### config.mk
export PLATFORM = sky130hd
export DESIGN_NAME = board_move_ctrl
export DESIGN_NICKNAME = d
export VERILOG_FILES = /design/src/rtl/board_move_ctrl_pkg.sv /design/src/rtl/board_sweep_counter.sv /design/src/rtl/board_move_ctrl.sv
export SDC_FILE = /design/constraint.sdc
export NUM_CORES = 1
export LEC_CHECK = 0
export ABC_CLOCK_PERIOD_IN_PS = 2000
export BUFFER_PORTS_ARGS = -buffer_cell sky130_fd_sc_hd__buf_4
export CELL_PAD_IN_SITES_DETAIL_PLACEMENT = 1
export CELL_PAD_IN_SITES_GLOBAL_PLACEMENT = 1
export CORE_MARGIN = 2
export CORE_UTILIZATION = 33
export CTS_BUF_LIST = sky130_fd_sc_hd__clkbuf_8
export DETAILED_ROUTE_END_ITERATION = 16
export PLACE_DENSITY_LB_ADDON = 0.1
export SETUP_SLACK_MARGIN = 0.2
export SLEW_MARGIN = 10
export SYNTH_ARGS = -nofsm -noshare
export SYNTH_HDL_FRONTEND = slang
export SYNTH_SLANG_ARGS = --single-unit
### constraint.sdc
create_clock -name clock -period 2 [get_ports clock]
set_clock_uncertainty 0.15 [all_clocks]
set_input_delay 0.3 -clock clock [delete_from_list [all_inputs] [get_ports clock]]
set_output_delay 0.3 -clock clock [all_outputs]
set_load 0.1 [all_outputs]
### src/rtl/board_move_ctrl_pkg.sv
`default_nettype none
// ============================================================================
//  Module      : board_move_ctrl_pkg
//  Description : Shared constants for the board move controller: board size,
//                point encodings, FSM state encoding and small helpers.
//  Revision    : 1.0  initial release
// ============================================================================
package board_move_ctrl_pkg;

    localparam int BOARD_DIM  = 16;
    localparam int COORD_W    = $clog2(BOARD_DIM);
    localparam int SWEEP_W    = 2 * COORD_W;
    localparam int MOVE_CNT_W = $clog2(BOARD_DIM * BOARD_DIM) + 1;
    localparam logic [MOVE_CNT_W-1:0] MAX_MOVES = MOVE_CNT_W'(BOARD_DIM * BOARD_DIM);

    // Board point encodings; the reserved code counts as an occupied point.
    localparam logic [1:0] PT_EMPTY = 2'b00;
    localparam logic [1:0] PT_P1    = 2'b01;
    localparam logic [1:0] PT_P2    = 2'b10;
    localparam logic [1:0] PT_RSVD  = 2'b11;

    // Controller state encoding.
    localparam int STATE_W = 3;
    localparam logic [STATE_W-1:0] S_IDLE  = 3'd0;
    localparam logic [STATE_W-1:0] S_READ  = 3'd1;
    localparam logic [STATE_W-1:0] S_CHECK = 3'd2;
    localparam logic [STATE_W-1:0] S_WRITE = 3'd3;
    localparam logic [STATE_W-1:0] S_REJ   = 3'd4;
    localparam logic [STATE_W-1:0] S_CLEAR = 3'd5;

    // Point code written for a player (0 = player 1, 1 = player 2).
    function automatic logic [1:0] player_code(input logic player);
        return player ? PT_P2 : PT_P1;
    endfunction

    // One-hot grant/reject bit for a player.
    function automatic logic [1:0] player_mask(input logic player);
        return player ? 2'b10 : 2'b01;
    endfunction

    // Any non-empty code, including the reserved one, blocks a move.
    function automatic logic point_occupied(input logic [1:0] pt);
        return (pt == PT_P1) || (pt == PT_P2) || (pt == PT_RSVD);
    endfunction

endpackage
`default_nettype wire

### src/rtl/board_sweep_counter.sv
`default_nettype none
// ============================================================================
//  Module      : board_sweep_counter
//  Description : 8-bit sweep counter walking every board point, y fastest.
//                Wraps to zero after the last point so the next sweep starts
//                at (0,0) without extra control.
//  Revision    : 1.0  initial release
// ============================================================================
module board_sweep_counter
    import board_move_ctrl_pkg::*;
(
    input  logic               clk,
    input  logic               rst,
    input  logic               i_en,
    output logic               o_done,
    output logic [COORD_W-1:0] o_x,
    output logic [COORD_W-1:0] o_y
);

    logic [SWEEP_W-1:0] r_cnt;

    // Advance one point per enabled cycle; the top point wraps back to zero.
    always_ff @(posedge clk) begin
        if (rst) begin
            r_cnt <= '0;
        end else if (i_en) begin
            r_cnt <= r_cnt + SWEEP_W'(1);
        end
    end

    assign o_x    = r_cnt[SWEEP_W-1:COORD_W];
    assign o_y    = r_cnt[COORD_W-1:0];
    assign o_done = i_en && (r_cnt == {SWEEP_W{1'b1}});

endmodule
`default_nettype wire

### src/rtl/board_move_ctrl.sv
`default_nettype none
// ============================================================================
//  Module      : board_move_ctrl
//  Description : Two-player board move arbiter. Validates a move against the
//                board (read, check empty, write), enforces turn order and a
//                move limit, and sweeps the whole board clear on request.
//  Revision    : 1.0  initial release
// ============================================================================
module board_move_ctrl
    import board_move_ctrl_pkg::*;
(
    input  logic                  clock,
    input  logic                  reset,
    input  logic                  p1_req,
    input  logic [COORD_W-1:0]    p1_x,
    input  logic [COORD_W-1:0]    p1_y,
    input  logic                  p2_req,
    input  logic [COORD_W-1:0]    p2_x,
    input  logic [COORD_W-1:0]    p2_y,
    input  logic                  clear_req,
    output logic [COORD_W-1:0]    rd_x,
    output logic [COORD_W-1:0]    rd_y,
    input  logic [1:0]            rd_data,
    output logic                  wr_en,
    output logic [COORD_W-1:0]    wr_x,
    output logic [COORD_W-1:0]    wr_y,
    output logic [1:0]            wr_data,
    output logic [1:0]            grant,
    output logic [1:0]            reject,
    output logic                  turn,
    output logic                  busy,
    output logic [MOVE_CNT_W-1:0] move_count
);

    logic [STATE_W-1:0]    r_state;
    logic [STATE_W-1:0]    w_next_state;
    logic                  r_player;      // requester being processed
    logic [COORD_W-1:0]    r_x;
    logic [COORD_W-1:0]    r_y;
    logic                  r_turn;
    logic [MOVE_CNT_W-1:0] r_count;
    logic [1:0]            r_idle_rej;    // rejects decided in IDLE, shown next cycle

    logic                  w_accept;
    logic [1:0]            w_idle_rej;
    logic [1:0]            w_req;
    logic                  w_turn_req;
    logic                  w_full;
    logic                  w_sweep_en;
    logic                  w_sweep_done;
    logic [COORD_W-1:0]    w_sweep_x;
    logic [COORD_W-1:0]    w_sweep_y;

    assign w_req      = {p2_req, p1_req};
    assign w_turn_req = r_turn ? p2_req : p1_req;
    assign w_full     = (r_count == MAX_MOVES);
    assign w_sweep_en = (r_state == S_CLEAR);

    board_sweep_counter u_sweep (
        .clk    (clock),
        .rst    (reset),
        .i_en   (w_sweep_en),
        .o_done (w_sweep_done),
        .o_x    (w_sweep_x),
        .o_y    (w_sweep_y)
    );

    // State register.
    always_ff @(posedge clock) begin
        if (reset) begin
            r_state <= S_IDLE;
        end else begin
            r_state <= w_next_state;
        end
    end

    // Next-state decode plus the IDLE accept/reject decision.
    always_comb begin
        w_next_state = r_state;
        w_accept     = 1'b0;
        w_idle_rej   = 2'b00;
        case (r_state)
            S_IDLE: begin
                if (clear_req) begin
                    w_next_state = S_CLEAR;
                end else if (w_full) begin
                    w_idle_rej = w_req;
                end else begin
                    // Only the turn player may start a move; the other is bounced.
                    w_idle_rej = w_req & ~player_mask(r_turn);
                    if (w_turn_req) begin
                        w_accept     = 1'b1;
                        w_next_state = S_READ;
                    end
                end
            end
            S_READ:  w_next_state = S_CHECK;
            S_CHECK: w_next_state = point_occupied(rd_data) ? S_REJ : S_WRITE;
            S_WRITE: w_next_state = S_IDLE;
            S_REJ:   w_next_state = S_IDLE;
            S_CLEAR: begin
                if (w_sweep_done) begin
                    w_next_state = S_IDLE;
                end
            end
            default: w_next_state = S_IDLE;
        endcase
    end

    // Requester latch, turn/move bookkeeping and registered IDLE rejects.
    always_ff @(posedge clock) begin
        if (reset) begin
            r_player   <= 1'b0;
            r_x        <= '0;
            r_y        <= '0;
            r_turn     <= 1'b0;
            r_count    <= '0;
            r_idle_rej <= 2'b00;
        end else begin
            r_idle_rej <= w_idle_rej;
            if (w_accept) begin
                r_player <= r_turn;
                r_x      <= r_turn ? p2_x : p1_x;
                r_y      <= r_turn ? p2_y : p1_y;
            end
            if (r_state == S_WRITE) begin
                r_turn  <= ~r_turn;
                r_count <= r_count + MOVE_CNT_W'(1);
            end else if (w_sweep_done) begin
                r_turn  <= 1'b0;
                r_count <= '0;
            end
        end
    end

    assign rd_x       = r_x;
    assign rd_y       = r_y;
    assign wr_en      = (r_state == S_WRITE) || (r_state == S_CLEAR);
    assign wr_x       = (r_state == S_CLEAR) ? w_sweep_x : r_x;
    assign wr_y       = (r_state == S_CLEAR) ? w_sweep_y : r_y;
    assign wr_data    = (r_state == S_WRITE) ? player_code(r_player) : PT_EMPTY;
    assign grant      = (r_state == S_WRITE) ? player_mask(r_player) : 2'b00;
    assign reject     = r_idle_rej | ((r_state == S_REJ) ? player_mask(r_player) : 2'b00);
    assign turn       = r_turn;
    assign busy       = (r_state != S_IDLE);
    assign move_count = r_count;

endmodule
`default_nettype wire

==> out/results.txt, run 1 <==
The flow ran to the end, and the final reports show no timing, DRC or antenna violations. The H-tree was split into 2 levels. The critical path goes through or4_4 > a211oi_4 > buf_6 > buf_12 > mux2i_1 > nor2_1. The hold violation total from the final report was 0. After clock tree synthesis, the clock-pin slew on the worst setup and hold paths is 70 ps. TritonCTS built the clock tree.

Overall overflow remaining after global route: 0. The floorplan step set the die width to 75.65 microns. The area of the core is 5042 sq um. The run gives 0 as the count of max-cap constraint violations. Once detail routing completed, the nets flagged for antenna violations numbered 0.

Logic gate share of total power: 0.440. The logs give 0.7317 for the headroom to the max-slew limit and 0 for the number of pins with negative max-slew slack in the final report. The fraction of power spent switching nets is 0.4237.

The clock network fraction of design power is 0.235. For this block, the routed nets add up to 5.598 mm of wire. The total global-route track usage is 0.2027.

Final-layout setup total negative slack: 0 ps. The first global-routing pass estimated 8.618 mm of wire. The repair_antennas step left the layout with diodes totalling 0. For this design, the slowest cell found on the critical path is or4_4. In this run, post-CTS hold repair placed 0 buffers.

Count of routing violations after the opening detailed-route iteration: 64. The tools report the share of the core filled with cells in the final layout as 0.5834. The count of nets after finishing is 316, and the detail-routed net length per standard cell is 15.51 microns. Worst hold path cell count: 3. Startpoint class of the critical path: a register. For the number of setup violations in the final report, the log shows 0. The number of global-route vias before repair was 1783; the post-synthesis cell count was 214.

The worst hold-check path type was in2reg. The ratio of total power to cell area is 760.3 nW/um^2. Counting every sink on the clock net gives 32. The total net switching power came out at 0.9476 mW. Setup repair after global routing could not meet its margin everywhere. Synthesized area per cell: 7.916 sq um. The maximum clock rate came out at 518.4 MHz.

After layout, the minimum clock period comes to 1929 ps. The run gives 0 as the initial antenna violation count. The worst setup path is captured at a register. In this run the vertical extent of the chip is 75.65 microns. The number of buffers added by the clock tree synthesis step is 5.

For the pin count of the biggest net entering global routing, the log shows 30. The tools report the origin of the critical flop-to-flop path as r_state[2]$_SDFFE_PP0P_. The number of vias per cell was 5.108; the total number of cells along the worst setup path was 6.

The logs give 39 for the number of distinct library cell variants in the gate-level netlist after synthesis and 240 for the net count of the mapped netlist. The cell-internal power was 1.289 mW. The post-route clock period utilization came out at 0.9646.

The overall power came out at 2.236 mW. Die footprint: 5723 sq um. The number of buffers and inverters on the critical path is 2. Measured in cells, the most critical reg-to-reg path has a length of 6.

The initialized floorplan defines 26 standard-cell rows. The number of vias in the routed layout was 1844; the maximum fanout encountered on the critical timing path was 8. Number of synthesis warnings: 0. The most critical setup path has its startpoint at r_state[2]$_SDFFE_PP0P_.

The tightest hold margin was 108.0 ps; the worst endpoint required time was 2020 ps. The effective utilization at floorplan was 0.3360. The final instance count without filler cells came out at 361.

The worst hold path begins at p1_req. Counting flops and latches in the post-synthesis netlist gives 32. Data arrives at the worst endpoint at 1940 ps.

The sequential power share is 0.326. The kind of cell adding the most delay to the critical path was simple AND/OR/NAND/NOR gates. For the static power due to leakage, the log shows 1.179 nW.

The run gives 330 as the cell count after placement. The fraction of layout cells with a size suffix above 1 was 0.5670. VDD sags by at most 383.5 uV. The count of buffers added on input and output ports is 56.

The layout-stage area growth over the synthesis result came out at 73.63%. The tools report the proportion of synthesized chip area in sequential cells as 0.3781. The later pin in the worst-skew pair is clocked with a latency of 290 ps. The remaining routing DRC violations was 0. For this design the top-level I/O count stands at 57. The synthesized netlist occupies a cell area of 1694 sq um.

The worst-margin pin slew is 399.4 ps, and the final HPWL from detailed placement is 3.605 mm. The stage delay of the slowest cell on the critical path works out to 560 ps. Root buffer cell: clkbuf_8. The first-pass iteration count of the detailed router came out at 4.

For the clock tree buffer depth, the log shows 2. At the end of routability-driven placement, the weighted congestion stood at 0.7569. The setup path with the least slack is of type reg2reg.
[layer usage]
metal / share of wire / track usage / up-vias
li1: - / - / 898
met1: 0.45 / 0.2585 / 884
met2: 0.48 / 0.3227 / 55
met3: 0.061 / 0.06349 / 7
met4: 0.015 / 0.07407 / 0
met5: 0 / 0 / -
[logic make-up after synthesis]
logic type | synth area share
simple gates | 0.2947
compound gates | 0.1595
flops | 0.3781
mux | 0.05909
xor+xnor | 0.03102
buf+inv | 0.05539
fa+ha+maj | 0.02216
[layout by cell type (no fill, tap or decap), types with 3 or more instances in the layout]
cell and n:
or4_1 3, xor2_1 3, nand2_4 8, mux2i_1 9
nand4_1 3, dfxtp_4 12, o21ai_0 4, dfxtp_2 10
nor2_2 4, a211oi_2 8, buf_4 60, nor2_4 4
clkbuf_8 6, nand2_1 23, nor3_1 3, nor2_1 20
dfxtp_1 10, nand2_2 9, and3b_2 3, buf_6 9
buf_12 13, nand3_1 6, and3_1 3, xnor2_1 3
a21oi_1 17
[cell usage after synthesis (all sizes together)]
| library cell | instances | area [sq um] |
|---|---|---|
| a211oi | 10 | 97.59 |
| a21oi | 17 | 85.08 |
| a22oi | 1 | 7.510 |
| a31o | 1 | 8.760 |
| a31oi | 2 | 12.51 |
| and2 | 2 | 12.51 |
| and3 | 3 | 18.77 |
| and3b | 2 | 20.02 |
| and4 | 1 | 8.760 |
| buf | 6 | 45.04 |
| clkbuf | 9 | 33.78 |
| dfxtp | 32 | 640.6 |
| ha | 3 | 37.54 |
| inv | 4 | 15.01 |
| mux2i | 10 | 100.1 |
| nand2 | 41 | 153.9 |
| nand3 | 6 | 30.03 |
| nand3b | 2 | 15.01 |
| nand4 | 3 | 18.77 |
| nand4b | 1 | 8.760 |
| nor2 | 28 | 110.1 |
| nor3 | 3 | 15.01 |
| nor4 | 3 | 18.77 |
| nor4bb | 1 | 10.01 |
| o211ai | 2 | 15.01 |
| o21ai | 4 | 20.02 |
| o21bai | 2 | 15.01 |
| o311ai | 1 | 8.760 |
| or2 | 2 | 12.51 |
| or3 | 2 | 12.51 |
| or4 | 4 | 33.78 |
| xnor2 | 3 | 26.28 |
| xor2 | 3 | 26.28 |
[flip-flops by register name (all words and copies together) (netlist names)]
name / count
rd_x: 4
u_sweep.r_cnt: 8
r_player: 1
r_idle_rej: 2
r_state: 3
rd_y: 4
move_count: 9
turn: 1
[power groups by stage]
| stage | combinational [mW] | sequential, mW | clock (mW) |
|---|---|---|---|
| after floorplan | 0.515 | 0.861 | 0 |
| after global placement | 0.795 | 0.734 | 0 |
| after detailed placement | 0.800 | 0.736 | 0 |
| after CTS | 0.928 | 0.728 | 0.541 |
| after global routing | 1.03 | 0.734 | 0.570 |
| final | 0.983 | 0.729 | 0.525 |
[cell type report]
type	instances	area [sq um]
Clock buffer	6	82.58
Multi-Input combinational cell	164	1209
Inverter	4	15.01
Fill cell	598	2101
Tap cell	70	87.58
Sequential cell	32	698.2
Timing Repair Buffer	83	839.6
Clock inverter	2	10.01
[worst min-delay path, cell delays in order]
cell and delay, ps:
buf_4 120, nand2_1 50, nor2_1 30
[through the flow]
| stage | area (sq um) | worst slack (ps) |
|---|---|---|
| 2_1_floorplan | 1958 | 22.45 |
| 3_3_place_gp | 2385 | 132.5 |
| 3_5_place_dp | 2385 | 109.7 |
| 4_1_cts | 2774 | 124.2 |
| 5_1_grt | 2942 | 22.30 |
| 6_report | 2942 | 70.81 |
[path summary, 6_finish.rpt]
| kind | endpoint | slack, ps |
|---|---|---|
| worst min-delay path | r_idle_rej[0]$_SDFF_PP0_ | 110 |
| worst max register to register | r_player$_SDFFE_PP0P_ | 70 |
| worst max-delay path | r_player$_SDFFE_PP0P_ | 70 |
| worst min register to register | move_count[8]$_SDFFE_PP0P_ | 360 |
[what timing repair did]
item,4_1_cts,5_1_grt
cloned,2,0
endpoints found under the setup margin,22,23
pin swaps,9,11
buffers inserted,11,10
gates resized for setup,49,25
Note: power is estimated with default switching activity, not from simulation.
==> run 2: changes to the inputs <==
Settings changed: ABC_AREA from default to 1.
==> run 2 against run 1 <==
  * Worst hold slack worse by 21 ps
  * Synthesized cell count up 36%
  * Maximum frequency up 3.7%
  * Wire length up 14%
  * Final cell count up 19%
  * Highest routed layer unchanged
  * Global-route usage down 0.39 points
  * Design area up 2.7%
  * Largest power group unchanged
==> out/results.txt, run 2 <==
The kind of end point of the critical path is an output port (was a register). Share of the synthesized area in the top cell type: 0.3282 (was 0.3781). The run gives 0 (unchanged) as the hold violation total from the final report. For the placer congestion estimate, the log shows 0.7737 (was 0.7569). Final HPWL from detailed placement: 4.369 mm (was 3.605 mm). The tools report the remaining routing DRC violations as 0 (unchanged). The tools report the initial antenna violation count as 0 (unchanged). Worst-case setup margin in the final layout: 140.4 ps (was 70.81 ps). The leading cell type in the layout, fill and taps excluded is nand2_1 (was buf_4). The endpoint of the worst hold-timing path was r_idle_rej[0]$_SDFF_PP0_ (unchanged). For the count of nets after finishing, the log shows 381 (was 316). The synthesized area per cell works out to 6.707 sq um (was 7.916 sq um).

The fraction of power spent switching nets was 0.4354 (was 0.4237); the synthesized cell area was 1952 sq um (was 1694 sq um). Clock tree buffer depth: 2 (unchanged). The pin count of the biggest net entering global routing was 15 (was 30); the headroom to the max-slew limit was 0.7718 (was 0.7317).

Worst hold-check path type: in2reg (unchanged). The run gives 1550 ps (was 2020 ps) as the worst endpoint required time. The proportion of synthesized chip area in sequential cells came out at 0.3282 (was 0.3781). The maximum fanout encountered on the critical timing path works out to 7 (was 8). The number of buffers added by the clock tree synthesis step was 5 (unchanged); the total global-route track usage was 0.1988 (was 0.2027). The number of standard-cell rows in the floorplan is 28 (was 26).

The count of max-cap constraint violations was 0 (unchanged); the number of global-route vias before repair was 2002 (was 1783). The width of the die was 80.91 microns (was 75.65 microns). The worst vdd rail ir drop is 351.8 uV (was 383.5 uV), and the number of hold buffers added after cts is 0 (unchanged). The total net switching power is 1.068 mW (was 0.9476 mW). The tools report the worst-case setup slack after placement as 291.5 ps (was 109.7 ps). Top cells by area, synth: dfxtp_1 33%, nand2_1 14%, inv_1 8.5% (was dfxtp_1 38%, nand2_1 9.1%, mux2i_1 5.9%).

The most congested layer reported by global routing was met2 (unchanged). The clock period minus final worst setup slack is 1860 ps (was 1929 ps), and the clock network fraction of design power is 0.255 (was 0.235). The final instance count without filler cells is 431 (was 361). The layout-stage area growth over the synthesis result is 54.81% (was 73.63%).

The path depth of the worst reg2reg path came out at 8 (was 6). The run finished with clean final reports. The tools report the startpoint class of the critical path as a register (unchanged). TritonCTS built the clock tree. The final-layout setup total negative slack came out at 0 ps (unchanged).

The cell count after placement came out at 414 (was 330). Number of synthesis warnings: 0 (unchanged). For the maximum clock rate, the log shows 537.8 MHz (was 518.4 MHz). The number of distinct library cell variants in the gate-level netlist after synthesis was 31 (was 39); the die footprint was 6546 sq um (was 5723 sq um).

Met3 usage in global routing: 0.03556 (was 0.06349). The run gives 340 ps (was 70 ps) as the setup slack of the most critical reg-to-reg path. Worst hold path cell count: 3 (unchanged). The total detailed-routing wirelength was 6.357 mm (was 5.598 mm). Setup repair after global routing could not meet its margin everywhere. The number of pins with negative max-slew slack in the final report came out at 0 (unchanged). The detail-routed net length per standard cell is 14.75 microns (was 15.51 microns). The count of port buffers added during placement is 56 (unchanged).

The run gives 1410 ps (was 1940 ps) as the data arrival time of the critical path. The dominant register cell in the synthesized netlist was dfxtp_1 (unchanged). The count of boundary I/O pins is 57 (unchanged).

The tools report the net count of the mapped netlist as 317 (was 240). The number of vias per cell works out to 4.828 (was 5.108). The number of diodes was 0 (unchanged).

The largest area contributor in the synthesized netlist is dfxtp_1 (unchanged). Most used standard cells in the synthesized netlist: 73 x nand2_1, 44 x inv_1, 32 x dfxtp_1 (was 41 x nand2_1, 32 x dfxtp_1, 26 x nor2_1). The effective utilization at floorplan is 0.3356 (was 0.3360), and the ratio of total power to cell area is 811.9 nW/um^2 (was 760.3 nW/um^2). The die extent in y is 80.91 microns (was 75.65 microns), and the clock latency reported for the late side of the worst-skew pair is 300 ps (was 290 ps). The sequential power share is 0.305 (was 0.326). The share of flip-flops with an asynchronous set or reset works out to 0 (unchanged). The first-pass iteration count of the detailed router was 6 (was 4). For the number of vias in the routed layout, the log shows 2081 (was 1844). The run gives 5816 sq um (was 5042 sq um) as the area of the core.

The static power due to leakage was 1.331 nW (was 1.179 nW); the number of flops mapped to enable cells by yosys was 0 (unchanged). The worst-margin pin slew works out to 341.1 ps (was 399.4 ps). The flip-flop count of the largest register after layout came out at 9 (unchanged). Capture point of the worst reg-to-reg path: turn$_SDFFE_PP0P_ (was r_player$_SDFFE_PP0P_). The post-detailed-route count of antenna-violating nets was 0 (unchanged); the met1 track utilization from global routing was 0.2658 (was 0.2585). Cell-internal power: 1.385 mW (was 1.289 mW). The post-synthesis register bit count works out to 32 (unchanged). For the clock net sink count, the log shows 32 (unchanged).

The met2 track demand over resource in global routing came out at 0.3256 (was 0.3227). The count of routing violations after the opening detailed-route iteration was 79 (was 64); the fraction of layout cells with a size suffix above 1 was 0.3876 (was 0.5670). The run gives 2 (unchanged) as the maximum level of the CTS H-tree. Overall overflow remaining after global route: 0 (unchanged). The run gives 10.03 mm (was 8.618 mm) as the global-route wire length before repair. The origin of the critical flop-to-flop path was u_sweep.r_cnt[0]$_SDFFE_PP0P_ (was r_state[2]$_SDFFE_PP0P_).

The tools report the source of the worst hold timing path as p1_req (unchanged). The logs give 0.440 (about the same) for the logic gate share of total power and 0 (unchanged) for the number of setup violations in the final report. The most frequent cell after synthesis is nand2_1 (unchanged).

The post-route clock period utilization was 0.9298 (was 0.9646). The root buffer cell was clkbuf_8 (unchanged). Classification of the worst setup path: reg2out (was reg2reg). The clock slew seen by the registers of the worst setup and hold paths is 70 ps (about the same), and the post-synthesis cell count is 291 (was 214).

Leading cell types in the layout, fill and taps excluded: 65 x nand2_1, 52 x buf_4, 43 x inv_1, 23 x nor2_1, 18 x nand3_1 (was 60 x buf_4, 23 x nand2_1, 20 x nor2_1, 17 x a21oi_1, 13 x buf_12).
[run 2: changes by cell type after synthesis, moves of 7 or more]
cell / before / now
nand4_1: 3 / 13
a21boi_0: 0 / 8
clkbuf_1: 9 / 1
a211oi_1: 7 / 0
o21ai_0: 4 / 16
nand2_1: 41 / 73
inv_1: 4 / 44
nand3_1: 6 / 19
mux2i_1: 10 / 0
[run 2: power groups by stage]
stage / sequential [mW] / combinational, mW / clock (mW)
floorplan: 0.903 / 0.609 / 0
detailed placement: 0.754 / 0.939 / 0
CTS: 0.743 / 1.05 / 0.637
finish: 0.749 / 1.08 / 0.625
global placement: 0.753 / 0.932 / 0
global route: 0.756 / 1.14 / 0.668
[run 2: repair_timing]
action	CTS	global route
buffers inserted	4	5
pin swaps	1	2
cloned	0	0
setup endpoints to repair	15	28
gates resized for setup	49	15
[run 2: logic make-up (layout without fill, tap and decap cells)]
family                   count (synthesis)  after routing  share of synthesized area
AO/OA/AOI/OAI                           50             50                     0.1513
XOR/XNOR                                 1              1                   0.004488
adder cells (fa/ha/maj)                  3              3                    0.01923
buffers and inverters                   60            125                     0.1429
flip-flops                              32             32                     0.3282
AND/OR/NAND/NOR                        145            145                     0.3539
[run 2: worst max path at each step]
stage / startpoint / end / cells past startpoint
global route: r_state[1]$_SDFFE_PP0P_ / wr_y[2] / 5
CTS: r_state[1]$_SDFFE_PP0P_ / wr_y[2] / 5
floorplan: r_state[2]$_SDFFE_PP0P_ / wr_data[0] / 5
finish: r_state[1]$_SDFFE_PP0P_ / wr_y[2] / 5
detailed placement: r_state[1]$_SDFFE_PP0P_ / wr_x[1] / 6
global placement: r_state[1]$_SDFFE_PP0P_ / wr_y[0] / 6
[run 2: worst max-delay path: stages (launching register included)]
cell and delay [ps]:
dfxtp_4 380, inv_4 70, nand3_4 130, buf_12 190, o21ai_4 150, buf_12 190
[run 2: layer usage]
metal | share of wire | up-vias
met5 | 0 | -
met4 | 0.013 | 0
met3 | 0.033 | 6
met2 | 0.52 | 46
met1 | 0.44 | 973
li1 | - | 1056
[run 2: per-stage QoR]
step	utilization	hold WS [ps]	area (sq um)	power [mW]
final	0.5196	86.72	3022	2.453
after global routing	0.5196	104.9	3022	2.564
after CTS	0.5002	88.92	2909	2.432
after detailed placement	0.4443	344.8	2584	1.693
after global placement	0.4443	339.2	2584	1.685
after floorplan	-	229.3	2165	1.513
[run 2: cell type report]
type / instances / area [sq um]
clock buffer: 5 / 68.82
clock inverter: 3 / 37.54
fill: 743 / 2794
inverter: 47 / 190.2
multi-input combinational: 199 / 1236
sequential: 32 / 680.7
tap: 75 / 93.84
timing repair buffer: 70 / 714.4
==> run 3: changes to the inputs <==
Settings changed: CORE_MARGIN 2 to 4.
==> run 3 against run 2 <==
  * Count of clock-buffer cells in the layout increased by 1
  * Critical path depth is 1 higher
  * Worst setup slack improved by 14 ps
  * Highest routed layer unchanged
  * Clock power decreased by 19%
==> out/results.txt, run 3 (synthesis results as in run 2) <==
The run finished with clean final reports. The overall overflow remaining after global route was 0 (unchanged); the ratio of total power to cell area was 793.6 nW/um^2 (was 811.9 nW/um^2). The worst-margin pin slew came out at 440.4 ps (was 341.1 ps). For the number of vias in the routed layout, the log shows 2049 (was 2081). The endpoint of the worst hold-timing path was r_idle_rej[0]$_SDFF_PP0_ (unchanged).

The tightest hold margin came out at 96.92 ps (was 86.72 ps). Maximum fanout encountered on the critical timing path: 18 (was 7). The run gives 54 (was 79) as the count of routing violations after the opening detailed-route iteration. The origin of the critical flop-to-flop path is u_sweep.r_cnt[0]$_SDFFE_PP0P_ (unchanged). The run gives 400 ps (was 340 ps) as the setup slack of the most critical reg-to-reg path. The worst-case setup slack after placement was 267.3 ps (was 291.5 ps).

Leading cell types in the layout, fill and taps excluded: 71 x nand2_1, 49 x buf_4, 45 x inv_1, 23 x nor2_1, 18 x nand3_1 (was 65 x nand2_1, 52 x buf_4, 43 x inv_1, 23 x nor2_1, 18 x nand3_1). Capture point of the worst reg-to-reg path: turn$_SDFFE_PP0P_ (unchanged). The remaining routing DRC violations is 0 (unchanged). The count of max-cap constraint violations is 0 (unchanged), and the clock tree buffer depth is 2 (unchanged).

The post-route clock period utilization came out at 0.9226 (was 0.9298). The logic gate share of total power was 0.456 (was 0.440); the sequential power share was 0.323 (was 0.305). The initial antenna violation count was 0 (unchanged). For the headroom to the max-slew limit, the log shows 0.7061 (was 0.7718). The layout-stage area growth over the synthesis result is 48.01% (was 54.81%). The run gives 0.1728 (was 0.1988) as the total global-route track usage. The worst endpoint required time is 1550 ps (about the same), and the width of the die is 84.91 microns (was 80.91 microns). The tools report the clock network fraction of design power as 0.221 (was 0.255). The number of hold buffers added after cts was 0 (unchanged); the flip-flop count of the largest register after layout was 9 (unchanged).

The tools report the number of standard-cell rows in the floorplan as 27 (was 28). The clock period minus final worst setup slack works out to 1845 ps (was 1860 ps). The fraction of layout cells with a size suffix above 1 is 0.3590 (was 0.3876). For the worst vdd rail ir drop, the log shows 354.9 uV (was 351.8 uV).

The run gives 5608 sq um (was 5816 sq um) as the area of the core. Worst-case setup margin in the final layout: 154.9 ps (was 140.4 ps). The run gives 0 (unchanged) as the number of pins with negative max-slew slack in the final report.

The clock slew seen by the registers of the worst setup and hold paths was 60 ps (was 70 ps). The final HPWL from detailed placement came out at 4.433 mm (was 4.369 mm). The global-route wire length before repair was 10.16 mm (was 10.03 mm); the static power due to leakage was 1.272 nW (was 1.331 nW). The root buffer cell was clkbuf_8 (unchanged). For the number of diodes, the log shows 0 (unchanged). The number of buffers added by the clock tree synthesis step is 5 (unchanged), and the data arrival time of the critical path is 1400 ps (was 1410 ps).

The fraction of power spent switching nets works out to 0.4478 (was 0.4354). For the maximum clock rate, the log shows 542.0 MHz (was 537.8 MHz). The leading cell type in the layout, fill and taps excluded was nand2_1 (unchanged).

Setup repair after global routing could not meet its margin everywhere. The kind of end point of the critical path is an output port (unchanged). The clock latency reported for the late side of the worst-skew pair is 280 ps (was 300 ps), and the die footprint is 7209 sq um (was 6546 sq um). The placer congestion estimate was 0.7496 (was 0.7737); the worst hold path cell count was 3 (unchanged).

The first-pass iteration count of the detailed router came out at 4 (was 6). The path depth of the worst reg2reg path is 8 (unchanged). The count of nets after finishing came out at 376 (was 381). The detail-routed net length per standard cell was 14.00 microns (was 14.75 microns).

The count of boundary I/O pins was 57 (unchanged); the number of global-route vias before repair was 2104 (was 2002). The maximum level of the CTS H-tree is 2 (unchanged), and the count of port buffers added during placement is 56 (unchanged). The clock net sink count is 32 (unchanged).

The tools report the total detailed-routing wirelength as 5.923 mm (was 6.357 mm). The final instance count without filler cells was 423 (was 431); the number of setup violations in the final report was 0 (unchanged). The worst hold-check path type is in2reg (unchanged). The classification of the worst setup path is reg2out (unchanged). The number of vias per cell is 4.844 (was 4.828). The startpoint class of the critical path is a register (unchanged). The cell count after placement was 411 (was 414); the hold violation total from the final report was 0 (unchanged). The die extent in y was 84.91 microns (was 80.91 microns). The post-detailed-route count of antenna-violating nets came out at 0 (unchanged). TritonCTS built the clock tree.

For the total net switching power, the log shows 1.027 mW (was 1.068 mW). The tools report the cell-internal power as 1.266 mW (was 1.385 mW). The pin count of the biggest net entering global routing is 19 (was 15). Effective utilization at floorplan: 0.3481 (was 0.3356). The final-layout setup total negative slack is 0 ps (unchanged). The source of the worst hold timing path is p1_req (unchanged).
==> run 3: cell count changes in the layout (fill, tap and decap cells not counted), moves of 2 or more <==
| cell | before | now |
|---|---|---|
| nand2_1 | 65 | 71 |
| buf_4 | 52 | 49 |
| inv_1 | 43 | 45 |
| nand2_2 | 6 | 2 |
| nand2_4 | 4 | 2 |
| buf_12 | 13 | 9 |
| clkinv_1 | 2 | 0 |
==> run 3: power by group through the flow <==
| stage | sequential [mW] | combinational (mW) | clock [mW] |
|---|---|---|---|
| finish | 0.741 | 1.04 | 0.507 |
| global route | 0.747 | 1.10 | 0.563 |
| CTS | 0.741 | 1.04 | 0.529 |
| detailed placement | 0.752 | 0.948 | 0 |
| global placement | 0.749 | 0.941 | 0 |
| floorplan | 0.903 | 0.609 | 0 |
==> run 3: cell type report <==
type                       count  area, sq um
clock buffer                   6        82.58
timing repair buffer          65        638.1
multi-input combinational    199         1206
tap                           72        90.09
clock inverter                 2        7.507
inverter                      47        185.2
sequential                    32        679.4
fill                         711         2719
==> run 3: worst max-delay path by stage <==
stage / start / endpoint / slack (ps)
6_report: r_state[1]$_SDFFE_PP0P_ / wr_y[2] / 150
4_1_cts: r_state[1]$_SDFFE_PP0P_ / wr_y[0] / 130
3_3_place_gp: move_count[0]$_SDFFE_PP0P_ / rd_x[2]$_SDFFE_PP0P_ / 310
2_1_floorplan: r_state[2]$_SDFFE_PP0P_ / wr_data[0] / 90
5_1_grt: r_state[1]$_SDFFE_PP0P_ / wr_y[2] / 90
3_5_place_dp: r_state[1]$_SDFFE_PP0P_ / wr_x[1] / 270
==> run 3: critical path: stages (launching register included) <==
cell and delay, ps:
dfxtp_4 390, inv_2 60, nand3_4 90, buf_12 180, nand2_1 120, o21ai_4 90, buf_12 190
==> run 3: per-stage QoR <==
step                utilization  area [sq um]  total power [mW]
detailed placement       0.4623          2592             1.700
global placement         0.4623          2592             1.690
finish                   0.5152          2889             2.293
global route             0.5152          2889             2.413
floorplan                     -          2165             1.513
CTS                      0.5089          2854             2.310
==> run 3: routing by layer <==
layer	part of all wire	up-vias	wire length (microns)	track usage
met3	0.037	8	217	0.03689
li1	-	1056	-	-
met4	0.015	0	88	0.05468
met2	0.50	33	2933	0.2975
met1	0.45	952	2683	0.2145
met5	0	-	0	0
==> run 3: timing repair <==
| action | in CTS | in global routing |
|---|---|---|
| resized for setup | 36 | 7 |
| cloned | 0 | 0 |
| setup buffers | 4 | 0 |
| setup endpoints to repair | 15 | 25 |
| pin swaps | 1 | 0 |
